### config.mk
export PLATFORM = sky130hd
export DESIGN_NAME = flow_valve_controller
export DESIGN_NICKNAME = d
export VERILOG_FILES = /design/src/rtl/flow_valve_controller.sv
export SDC_FILE = /design/constraint.sdc
export NUM_CORES = 1
export LEC_CHECK = 0
export CAP_MARGIN = 20
export CORE_UTILIZATION = 40
export CTS_CLUSTER_DIAMETER = 40
export DETAILED_ROUTE_END_ITERATION = 10
export HOLD_SLACK_MARGIN = 0.05
export PLACE_DENSITY_LB_ADDON = 0.05
export SLEW_MARGIN = 10
export SYNTH_ARGS = -nofsm -noshare
export SYNTH_HDL_FRONTEND = slang
export SYNTH_SLANG_ARGS = --single-unit
### constraint.sdc
create_clock -name clk -period 4.2 [get_ports clk]
set_input_delay 1.26 -clock clk [delete_from_list [all_inputs] [get_ports clk]]
set_output_delay 1.26 -clock clk [all_outputs]
set_load 0.005 [all_outputs]
### src/rtl/flow_valve_controller.sv
// flow_valve_controller
// Debounces the 5-bit thermometer flow-sensor code, decodes it to a flow
// level (0..5) and sequences the supply valve through IDLE, STARTUP, RUN,
// ALARM and FAULT states. Low flow in RUN and invalid sensor codes are
// reported as latched conditions that only a host acknowledge clears.
module flow_valve_controller #(
   parameter int DEBOUNCE       = 4,
   parameter int STARTUP_CYCLES = 16,
   parameter int LOW_LIMIT      = 8,
   parameter int CNT_W          = 8
) (
   input  logic       clk,
   input  logic       rst,
   input  logic       enable,
   input  logic [4:0] ABCDE,
   input  logic       ack,
   output logic       valve_open,
   output logic       alarm,
   output logic       fault,
   output logic [2:0] level,
   output logic       in_range,
   output logic [2:0] state_o
);

   localparam logic [2:0] S_IDLE    = 3'd0;
   localparam logic [2:0] S_STARTUP = 3'd1;
   localparam logic [2:0] S_RUN     = 3'd2;
   localparam logic [2:0] S_ALARM   = 3'd3;
   localparam logic [2:0] S_FAULT   = 3'd4;

   localparam logic [CNT_W-1:0] CNT_ZERO   = {CNT_W{1'b0}};
   localparam logic [CNT_W-1:0] CNT_ONE    = CNT_W'(1);
   localparam logic [CNT_W-1:0] DEB_MAX    = CNT_W'(DEBOUNCE);
   localparam logic [CNT_W-1:0] START_LAST = CNT_W'(STARTUP_CYCLES - 1);
   localparam logic [CNT_W-1:0] LOW_MAX    = CNT_W'(LOW_LIMIT);

   // A thermometer code has no 0 below a 1: adding one must not overlap it.
   function automatic logic code_valid(input logic [4:0] code);
      logic [4:0] code_inc;
      code_inc = code + 5'd1;
      return ((code & code_inc) == 5'd0);
   endfunction

   // Number of active taps in the code, i.e. the flow level.
   function automatic logic [2:0] code_level(input logic [4:0] code);
      logic [2:0] n;
      n = 3'd0;
      for (int i = 0; i < 5; i++) begin
         n = n + {2'b00, code[i]};
      end
      return n;
   endfunction

   logic [4:0]       sample_q, sample_d;
   logic [CNT_W-1:0] deb_q, deb_d;
   logic [4:0]       acc_q, acc_d;
   logic [2:0]       level_q, level_d;
   logic             in_range_q, in_range_d;
   logic [2:0]       state_q, state_d;
   logic [CNT_W-1:0] start_cnt_q, start_cnt_d;
   logic [CNT_W-1:0] low_cnt_q, low_cnt_d;
   logic             valve_q, valve_d;
   logic             alarm_q, alarm_d;
   logic             fault_q, fault_d;

   logic             code_bad_s;
   logic [CNT_W-1:0] start_inc_s;
   logic [CNT_W-1:0] low_nxt_s;

   // Debounce: run length of identical samples; accept once it reaches the window.
   always_comb begin
      sample_d = ABCDE;
      if (ABCDE != sample_q) begin
         deb_d = CNT_ONE;
      end else if (deb_q < DEB_MAX) begin
         deb_d = deb_q + CNT_ONE;
      end else begin
         deb_d = deb_q;
      end
      if (deb_d == DEB_MAX) begin
         acc_d = ABCDE;
      end else begin
         acc_d = acc_q;
      end
   end

   // Decode the accepted code; an invalid code holds the last good level.
   always_comb begin
      code_bad_s = !code_valid(acc_q);
      if (code_bad_s) begin
         level_d    = level_q;
         in_range_d = in_range_q;
      end else begin
         level_d    = code_level(acc_q);
         in_range_d = (code_level(acc_q) >= 3'd2);
      end
   end

   // Valve sequencing FSM: fault beats host disable, which beats state rules.
   always_comb begin
      if (start_cnt_q < START_LAST) begin
         start_inc_s = start_cnt_q + CNT_ONE;
      end else begin
         start_inc_s = start_cnt_q;
      end
      if (in_range_q) begin
         low_nxt_s = CNT_ZERO;
      end else if (low_cnt_q < LOW_MAX) begin
         low_nxt_s = low_cnt_q + CNT_ONE;
      end else begin
         low_nxt_s = low_cnt_q;
      end

      state_d = state_q;
      case (state_q)
         S_IDLE: begin
            if (code_bad_s) begin
               state_d = S_FAULT;
            end else if (enable) begin
               state_d = S_STARTUP;
            end else begin
               state_d = S_IDLE;
            end
         end
         S_STARTUP: begin
            if (code_bad_s) begin
               state_d = S_FAULT;
            end else if (!enable) begin
               state_d = S_IDLE;
            end else if (start_inc_s == START_LAST) begin
               state_d = S_RUN;
            end else begin
               state_d = S_STARTUP;
            end
         end
         S_RUN: begin
            if (code_bad_s) begin
               state_d = S_FAULT;
            end else if (!enable) begin
               state_d = S_IDLE;
            end else if (low_nxt_s == LOW_MAX) begin
               state_d = S_ALARM;
            end else begin
               state_d = S_RUN;
            end
         end
         S_ALARM: begin
            if (ack) begin
               state_d = S_IDLE;
            end else begin
               state_d = S_ALARM;
            end
         end
         S_FAULT: begin
            if (ack && !code_bad_s) begin
               state_d = S_IDLE;
            end else begin
               state_d = S_FAULT;
            end
         end
         default: begin
            state_d = S_IDLE;
         end
      endcase

      // Counters restart on every state entry and only run in their own state.
      if (state_d != state_q) begin
         start_cnt_d = CNT_ZERO;
         low_cnt_d   = CNT_ZERO;
      end else if (state_q == S_STARTUP) begin
         start_cnt_d = start_inc_s;
         low_cnt_d   = CNT_ZERO;
      end else if (state_q == S_RUN) begin
         start_cnt_d = CNT_ZERO;
         low_cnt_d   = low_nxt_s;
      end else begin
         start_cnt_d = CNT_ZERO;
         low_cnt_d   = CNT_ZERO;
      end

      // Outputs are registered from the next state so they track it without lag.
      valve_d = (state_d == S_STARTUP) || (state_d == S_RUN);
      alarm_d = (state_d == S_ALARM);
      fault_d = (state_d == S_FAULT);
   end

   // State, counters, sensor pipeline and registered outputs.
   always_ff @(posedge clk) begin
      if (rst) begin
         sample_q    <= 5'd0;
         deb_q       <= CNT_ZERO;
         acc_q       <= 5'd0;
         level_q     <= 3'd0;
         in_range_q  <= 1'b0;
         state_q     <= S_IDLE;
         start_cnt_q <= CNT_ZERO;
         low_cnt_q   <= CNT_ZERO;
         valve_q     <= 1'b0;
         alarm_q     <= 1'b0;
         fault_q     <= 1'b0;
      end else begin
         sample_q    <= sample_d;
         deb_q       <= deb_d;
         acc_q       <= acc_d;
         level_q     <= level_d;
         in_range_q  <= in_range_d;
         state_q     <= state_d;
         start_cnt_q <= start_cnt_d;
         low_cnt_q   <= low_cnt_d;
         valve_q     <= valve_d;
         alarm_q     <= alarm_d;
         fault_q     <= fault_d;
      end
   end

   assign valve_open = valve_q;
   assign alarm      = alarm_q;
   assign fault      = fault_q;
   assign level      = level_q;
   assign in_range   = in_range_q;
   assign state_o    = state_q;

endmodule

; ---- Word level (Yosys, flattened, before mapping)
; Index checks and enable logic that the tools add are counted.
[totals]
input_bits = 9
latch_bits = 0
romBits = 0
output_inout_bits = 10
reg_bits = 44
elab_cells = 61
ramBits = 0
n_memories = 0
[op_classes]
mul = 0
muxes = 16
n_reduce_logical = 6
shift = 0
n_eq_ne = 13
div_mod_pow = 0
add_sub_neg = 8
bitwise_logic = 3
magnitude_cmp = 4
[op_table]
columns = op, n
row1 = 8-bit 2-to-1 mux, 5
row2 = 8-bit by 1-bit adder with 8-bit output (second input constant), 3
row3 = 8-bit by 4-bit equality test with 1-bit output (second input constant), 2
row4 = 8-bit by 4-bit < comparator with 1-bit output (second input constant), 2
row5 = 3-bit one-hot mux with 5 select lines, 1
row6 = 3-bit by 2-bit equality test with 1-bit output (second input constant), 4
row7 = 3-bit 2-to-1 mux, 4
row8 = 8-bit by 3-bit equality test with 1-bit output (second input constant), 1
row9 = 8-bit by 3-bit < comparator with 1-bit output (second input constant), 1
row10 = 2-bit 2-to-1 mux, 4
row11 = 3-bit by 1-bit adder with 3-bit output, 2
row12 = 3-bit by 1-bit equality test with 1-bit output (second input constant), 2
row13 = 3-bit equality test (second input constant), 2
row14 = 5-bit by 1-bit adder with 5-bit output (second input constant), 1
row15 = 5-bit AND, 1
row16 = 5-bit zero test, 1
row17 = 5-bit inequality test, 1
row18 = 4-bit OR reduction, 1
row19 = 2-bit by 1-bit adder with 3-bit output, 1
row20 = 3-bit by 2-bit greater-or-equal comparator with 1-bit output (second input constant), 1
row21 = 3-bit zero test, 1
row22 = 3-bit inequality test, 1
row23 = 3-bit OR reduction, 1
row24 = 1-bit by 1-bit adder with 2-bit output, 1
row25 = 4 further kinds, 6

; ---- Longest topological paths before layout
; Gate-level depths: netlist (run 1).
[logic_depth]
depth_word = 10
ltp_mapped = 10

; ---- Least setup slack after synthesis (run 1)
; No wires, ideal clock.
[synth_path]
path_type = in2reg
startpoint = input port ABCDE[4]
endpoint = register acc_q[0]
setup_slack_ns = 1.825
arrival_time_ns = 2.254
stages = 5
path_cell_list = xnor2_1 nand3_1 nor3_1 nand4_1 mux2_2
[synth_between]
elab_chain_len = 3
[synth_lines]
columns = element, line_no
row1 = from (decl), 15  ; input logic [4:0] ABCDE,
row2 = 5-bit inequality test, 73  ; if (ABCDE != sample_q) begin
row3 = 8-bit 2-to-1 mux, 73
row4 = 8-bit by 3-bit equality test with 1-bit output, 80  ; if (deb_d == DEB_MAX) begin
row5 = to (signal assigned), 192  ; acc_q <= 5'd0;
row6 = to (signal assigned), 204  ; acc_q <= acc_d;
row7 = to (decl), 56  ; logic [4:0] acc_q, acc_d;
; No other way between the ends.
; A chain may end at the register's enable or synchronous reset.

==> summary.txt, run 1 <==
DRC violations left - 1
Ant. Diodes - 0
CTS tree - built
GRT overflow - 0
First-pass GRT wire length - 5.94 mm
Gate power share - 4.1%
Largest stage delay on the critical path - 790 ps
Max-cap violations - 0
Clk_lat worst skew - 290 ps
R2R cell count - 9
Postcts setup bufs - 0
Worst-path clk slew - 80 ps
Worst hold slack - 461 ps
Sequential power share - 55.0%
Hold-fix buffers at CTS - 0
RePlAce Congestion - 0.739
Mapped Nets - 208
Overall routing resource usage - 15.1%
Die W - 71.3 um
Mapped Area - 1920 um^2
Final Net Count - 228
Syn. warnings - 0
CTS sink cnt - 44
Ys flop type - dfxtp_1
Area delta synth->final - 17.0%
WP buf/inv - 1
Top cell family by delay on the critical path - buffers and inverters
Resize count post-CTS - 0
Crit share post-route - 68.0%
Net Sw Frac - 20.4%
DR pass1 iterations - 6
FF-to-FF setup slack - 1720 ps
Xor and xnor area share after synthesis - 5.47%
Die area - 5090 um^2
Leak pwr - 0.000852 uW
Pwr dens - 343 nW/um^2
Layout cells sized above 1 - 11.4%
Post-synth EDFFs - 0
Iter 0 DRT Violations - 37
Critical path depth - 3
Starting Density - 43.0%
Initial antenna violation count - 0
Combinational family with the most area after synthesis - simple AND/OR/NAND/NOR gates
Clock skew - 3.60 ps
Final setup violation count - 0
Worst VDD drop - 0.201 mV
Clock Tree Buf Depth - 2
Via Count - 1385
Slew Limit Fails - 0
Peak Freq - 350 MHz
I/O pin count - 19
CP max FO - 22
Multiplexer area fraction after synthesis - 6.05%
Relative slew slack - 50.7%
Synth Area in Compound Gates - 7.22%
Antenna Nets Post-Route - 0
FF+latch count, synth - 44
Number of distinct library cells after synthesis - 41
Worst Setup Start Kind - input port
Crit Path Category - input port to register
Vias/cell - 5.27
Root buf cell - clkbuf_8
Syn Area/Cell - 10.1 um^2
Worst path required time - 4420 ps
Vias in the first global route - 1312
Largest net degree at the start of global routing - 23
CTS buffer count - 5
Die height - 71.3 um
Area share of fa/ha/maj cells after synthesis - 6.64%
IO Port Bufs - 18
Gate Count Post-Synth - 190
Post-detail-place hpwl - 2.54 mm
Ys async rst share - 0%
Slowest CP cell - clkdlybuf4s50_1
Net Sw Power - 158 uW
Most used cells in the layout excluding fill and tap cells - dfxtp_1, nor2_1, clkdlybuf4s50_1
Critical path, cell by cell - clkdlybuf4s50_1, nor4_1, a21boi_0
Min cycle time layout - 2860 ps
Worst hold-check path type - register to register
CP arrival - 3080 ps
WL final - 3.38 mm
Fillers - 414
Core area - 4470 um^2
Final Hold Violating Endpoints - 0
Int Pwr - 614 uW
Setup repair after global routing missed its margin - no
Status - finished with violations
Fin Setup TNS - 0 ps
Hold Crit Depth - 1
Sequential-to-total area share from yosys stat - 45.8%
Simple-Gate Fraction of Synth Area - 26.3%
Failing checks - DRC
Crit. End Element - register
DR WL/cell - 12.8 um
Worst slew pin tran - 737 ps
FP Rows - 24
Commonest non-fill, non-tap cell in the layout - dfxtp_1
H-tree Lvls - 2
Clock power share - 40.9%
-- flip-flops by register name, indices dropped and copies added (netlist names) --
signal	count
deb_q	8
state_o	3
valve_open	1
fault	1
start_cnt_q	8
low_cnt_q	8
alarm	1
in_range	1
acc_q	5
sample_q	5
level	3
-- worst reg2reg max path, delay by kind of cell (launching register included) --
kind                     cells  cell delay [ps]
AO/OA/AOI/OAI                2              260
flip-flops                   1              360
adder cells (fa/ha/maj)      3             1140
AND/OR/NAND/NOR              2              530
buffers and inverters        2              140
-- power by group through the flow --
stage          Clock [uW]  Sequential, uW  Combinational [uW]
6_report              315             424                31.9
5_1_grt               342             425                35.8
4_1_cts               325             425                32.4
3_5_place_dp            0             434                32.3
3_3_place_gp            0             434                31.8
2_1_floorplan           0             434                19.3
-- layer usage --
metal	GRT usage [%]	part of all wire (%)	vias to the layer above
met5	0	0	-
met4	6.00	1.5	0
met3	4.92	3.6	6
met2	25.9	49	18
met1	17.4	46	661
li1	-	-	700
-- kinds of logic (layout without fill, tap and decap cells) --
family,Yosys count,after routing
and+or+nand+nor,83,83
DFF,44,44
AOI/OAI and AO/OA,20,20
xor gates and xnor gates,12,12
muxes,11,11
buffers and inverters,11,32
adders and majority gates,9,9
-- layout make-up --
type                            instances  area, um^2  share of cell area (%)
Inverter                                6        22.5                    1.00
Tap cell                               52        65.1                    2.89
Clock inverter                          2        35.0                    1.56
Multi-Input combinational cell        135         993                    44.2
Clock buffer                            6        72.6                    3.23
Timing Repair Buffer                   18         180                    8.01
Sequential cell                        44         881                    39.2
-- cells in the mapped netlist (all sizes together) (3+ instances only) --
cell | number | area, um^2
dfxtp | 44 | 881
nor2 | 19 | 71.3
nor2b | 12 | 75.1
and2 | 9 | 56.3
nand2 | 8 | 30.0
a21oi | 7 | 35.0
ha | 7 | 87.6
inv | 6 | 22.5
mux2i | 6 | 60.1
nor3 | 6 | 50.1
xnor2 | 6 | 52.6
xor2 | 6 | 52.6
mux2 | 5 | 56.3
nand3 | 4 | 20.0
nor3b | 4 | 50.1
nor4 | 4 | 25.0
clkbuf | 3 | 11.3
nand4 | 3 | 18.8
or3 | 3 | 18.8
-- per-stage QoR --
step           total power (uW)  instances  utilization (%)  worst slack, ps  instance area, um^2
2_1_floorplan               453        190                -             1830                 1920
3_3_place_gp                466        255             47.9             1060                 2140
3_5_place_dp                467        255             47.9              984                 2140
4_1_cts                     782        263             50.3             1300                 2250
5_1_grt                     803        263             50.3             1050                 2250
6_report                    772        263             50.3             1340                 2250
-- path summary, 6_finish.rpt --
kind,start,endpoint
worst min-delay path,deb_q[6],deb_q[6]
worst min register to register,deb_q[6],deb_q[6]
worst max register to register,acc_q[0],in_range
worst max-delay path,rst,deb_q[1]
No activity file was read; power rests on OpenSTA's default activity.
==> run 2: changes to the inputs <==
==> constraint.sdc (replaced) <==
create_clock -name clk -period 2.9 [get_ports clk]
set_input_delay 0.87 -clock clk [delete_from_list [all_inputs] [get_ports clk]]
set_output_delay 0.87 -clock clk [all_outputs]
set_load 0.005 [all_outputs]
==> summary.txt, run 2 (synthesis results as in run 1) <==
Status - completed
Via Count - 1378
DR WL/cell - 13.1 um
I/O pin count - 19
Final cell count without fillers - 267
Top Metal Used - met4
Place WS - 246 ps
Root buf cell - clkbuf_8
DRC violations left - 0
Post-detail-place hpwl - 2.62 mm
DR pass1 iterations - 6
DR WL met2 - 1.62 mm
Largest regs - deb_q: 8 flops, low_cnt_q: 8 flops, start_cnt_q: 8 flops
Final setup violation count - 0
Clock Tree Buf Depth - 2
Fin area - 2290 um^2
Fillers - 420
Core area - 4470 um^2
Setup repair after global routing missed its margin - no
Placed Cells - 259
H-tree Lvls - 2
Setup WS post-layout - 401 ps
Sequential power share - 53.3%
Int Pwr - 917 uW
DR WL met3 - 112 um
Leak pwr - 0.000878 uW
Worst slew pin tran - 605 ps
Most used cells in the layout excluding fill and tap cells - dfxtp_1, nor2_1, clkdlybuf4s50_1
Final Net Count - 232
Vias in the first global route - 1400
Worst path required time - 3130 ps
Placed inst area - 2170 um^2
Antenna Nets Post-Route - 0
CTS sink cnt - 44
Peak Freq - 400 MHz
Worst-path clk slew - 80 ps
Die W - 71.3 um
Postcts setup bufs - 0
Net Sw Frac - 20.4%
CTS buffer count - 5
Max-cap violations - 0
Starting Density - 43.0%
Area delta synth->final - 19.3%
Clk_lat worst skew - 290 ps
CP arrival - 2730 ps
Relative slew slack - 59.6%
Clock skew - 6.47 ps
Layout cells sized above 1 - 13.5%
RePlAce Congestion - 0.731
Min cycle time layout - 2500 ps
Vias/cell - 5.16
Final Hold Violating Endpoints - 0
FP Rows - 24
Worst VDD drop - 0.277 mV
CTS tree - built
Ant. Diodes - 0
Die height - 71.3 um
Iter 0 DRT Violations - 40
First-pass GRT wire length - 6.16 mm
Fin Setup TNS - 0 ps
Gate power share - 4.3%
Pwr dens - 503 nW/um^2
Crit Path Category - register to register
Overall routing resource usage - 15.8%
IO Port Bufs - 18
Crit. End Element - register
Initial antenna violation count - 0
GRT overflow - 0
Resize count post-CTS - 0
Met1 WL - 1.75 mm
Net Sw Power - 235 uW
Crit share post-route - 86.2%
CP max FO - 3
Largest net degree at the start of global routing - 15
Commonest non-fill, non-tap cell in the layout - dfxtp_1
WL final - 3.51 mm
Die area - 5090 um^2
Clock power share - 42.3%
Worst hold-check path type - register to register
Slew Limit Fails - 0
Worst Setup Start Kind - register
Hold-fix buffers at CTS - 0
-- run 2: layer usage --
layer	vias up	GRT usage [%]
met5	-	0
met2	22	25.9
met3	4	5.49
met4	0	4.67
met1	647	19.5
li1	705	-
-- run 2: worst max-delay path, cell delays in order, from the launching register on --
cell,delay [ps]
dfxtp_1,370
inv_1,100
fa_1,540
inv_1,50
fa_1,380
inv_1,70
ha_1,140
or3b_2,440
a21oi_1,200
a21oi_1,60
nor2_1,90
-- run 2: metrics by stage --
stage / util, % / hold slack (ps) / power, uW
4_1_cts: 51.3 / 471 / 1170
3_5_place_dp: 48.5 / 444 / 679
2_1_floorplan: - / 430 / 656
3_3_place_gp: 48.5 / 444 / 679
6_report: 51.3 / 464 / 1150
5_1_grt: 51.3 / 486 / 1210
-- run 2: final timing paths --
check / slack (ps) / cells past startpoint / start / end
worst min-delay path: 460 / 1 / low_cnt_q[4] / low_cnt_q[4]
worst max register to register: 400 / 10 / acc_q[0] / in_range
worst max-delay path: 400 / 10 / acc_q[0] / in_range
worst min register to register: 460 / 1 / low_cnt_q[4] / low_cnt_q[4]
-- run 2: layout make-up --
class                   instances  area [um^2]  share of cell area [%]
well taps                      52         65.1                    2.84
inverters                       6         22.5                   0.982
clock inverters                 2         38.8                    1.69
flip-flops and latches         44          881                    38.4
multi-input cells             135          993                    43.3
repair buffers                 22          210                    9.17
clock buffers                   6         82.6                    3.60
-- run 2: power by group through the flow --
stage / Clock, uW / Combinational, uW / Sequential [uW]
after global placement: 0 / 49.8 / 629
after floorplan: 0 / 27.9 / 628
after CTS: 503 / 50.6 / 615
after global routing: 537 / 54.6 / 616
after detailed placement: 0 / 50.6 / 629
final: 488 / 50.1 / 615
==> patch (config.mk and constraints of run 1) <==
The output `fault` loses its register stage (`fault_q` becomes a continuous assignment).
--- a/src/rtl/flow_valve_controller.sv
+++ b/src/rtl/flow_valve_controller.sv
@@ -197,7 +197,6 @@
          low_cnt_q   <= CNT_ZERO;
          valve_q     <= 1'b0;
          alarm_q     <= 1'b0;
-         fault_q     <= 1'b0;
       end else begin
          sample_q    <= sample_d;
          deb_q       <= deb_d;
@@ -209,9 +208,10 @@
          low_cnt_q   <= low_cnt_d;
          valve_q     <= valve_d;
          alarm_q     <= alarm_d;
-         fault_q     <= fault_d;
-      end
-   end
+      end
+   end
+
+   assign fault_q = fault_d;
 
    assign valve_open = valve_q;
    assign alarm      = alarm_q;
Behaviour: not the same (Yosys sat finds a counterexample within 10 cycles, from zero or initial values and one cycle with rst high).
==> patch against run 1 <==
Global-route usage is 1.9 points higher; wire length grew 16%; design area increased by 4.4%; largest power group unchanged; setup slack got worse by 1.1 ns; area after synthesis is 4.2% higher; power fell by 9.1%; die area increased by 4.1%; sequential cell count shrank 1.
==> patch: results (changes against run 1) <==
Run status
• run status: finished clean

Cells and area
• number of fillers in the final layout: 463, +12%
• final net count: 248, +8.8%
• Seq area share: 0.367, -0.0250
• area of the multi-input gates: 0.00108 mm2, +9.1%
• Plain + repair buffers: 20, +2
• fraction of area in clock buffers and inverters: 0.0362, -0.0116
• share of cells above drive strength 1: 0.108, -0.00552
• Non-clk invs: 11, +5
• non-clock buffer contribution to total cell area: 0.0826, +0.00249
• layout-stage area growth over the synthesis result: 17.2%
• total number of multi-input combinational cells: 149, +10%

Synth
• number of distinct library cell variants in the gate-level netlist after synthesis: 47, +15%
• post-synth net total: 226, +8.7%
• register area share after synthesis: 0.429, -0.0286
• top cells by instance count after synthesis: dfxtp_1, nand2_1, inv_1, nor2_1, nor2b_1
• flip-flop and latch count after synthesis: 43, -2.3%
• top cells by area, synth: dfxtp_1, ha_1, nand2_1, mux2_2, nor2b_1

Routing
• number of vias per cell after detailed routing: 5.27, about the same
• routed length on met1: 1850 um, +19%
• routed wire length per instance: 13.1 um, +2.4%
• drt first-iter violations: 43, +16%
• met3 wire len: 194 um, +62%
• first-pass iteration count of the detailed router: 4, -2
• met2 routed wirelength: 1810 um, +9.4%

Global routing
• met3 routing resource usage after global routing: 0.0497, +0.000497
• met1 layer usage reported by global route: 0.209, +0.0346
• pin count of the biggest net entering global routing: 30, +30%
• via count of the first global-routing pass: 1574, +20%
• wire length of the first global-routing pass: 6940 um, +17%
• GRT Overall Usage: 0.170, +0.0190
• GR met2 Demand/Resource: 0.275, +0.0159

Placed design
• routability congestion estimate from global placement: 0.783, +5.9%
• half-perimeter wire length after detailed placement: 2900 um, +14%
• Placed Cells incl. Taps: 290, +14%

Pwr
• combinational-cell power consumption: 35.3 uW, +11%
• Max IR drop VDD: 0.000173 V, -14%
• fraction of power spent switching nets: 0.222, +0.0174
• internal power component: 546 uW, -11%
• power in sequential cells: 415 uW, -2%
• Static Leak: 0.000873 uW, +2.5%

Critical path
• cell with the largest stage delay on the worst path: or4b_2
• largest driver fanout on the critical path: 2, -91%
• arrival time reported for the critical path endpoint: 2.71 ns, -0.37 ns
• largest stage delay on the critical path: 0.65 ns, -0.14 ns

Floorplanning
• chip width: 72.8 um, +2.0%

STA
• worst setup skew after layout: 0.00669 ns, +0.00309 ns
• slew at the pin closest to its max-slew limit: 0.867 ns, +0.130 ns

Clock tree
• worst skew pair latency: 0.29 ns, about the same
• # resized after CTS: 1, +1

## patch: cell types whose count changed after synthesis, sizes merged, moves of 3 or more
cell and delta:
nand2 +13, nor2 -8, a211oi +7, inv +5, mux2i -4, nand3 +4
nor4 +4, or3 -3
## patch: logic make-up after synthesis
| family | Yosys count | share of synthesized area |
|---|---|---|
| DFF | 43 | 0.429 |
| buffers and inverters | 16 | 0.0300 |
| xor gates and xnor gates | 11 | 0.0481 |
| adders and majority gates | 10 | 0.0687 |
| muxes | 8 | 0.0437 |
| AOI/OAI and AO/OA | 30 | 0.125 |
| and+or+nand+nor | 90 | 0.255 |
## patch: worst paths after layout
kind,start,endpoint,slack [ns],cells after the start
setup reg to reg,acc_q[3]$_SDFFE_PP0N_,in_range$_SDFFE_PP0N_,1.85,10
hold reg to reg,start_cnt_q[4]$_SDFF_PP0_,start_cnt_q[4]$_SDFF_PP0_,0.45,2
setup / recovery,ack,fault,0.23,4
hold / removal,start_cnt_q[4]$_SDFF_PP0_,start_cnt_q[4]$_SDFF_PP0_,0.45,2
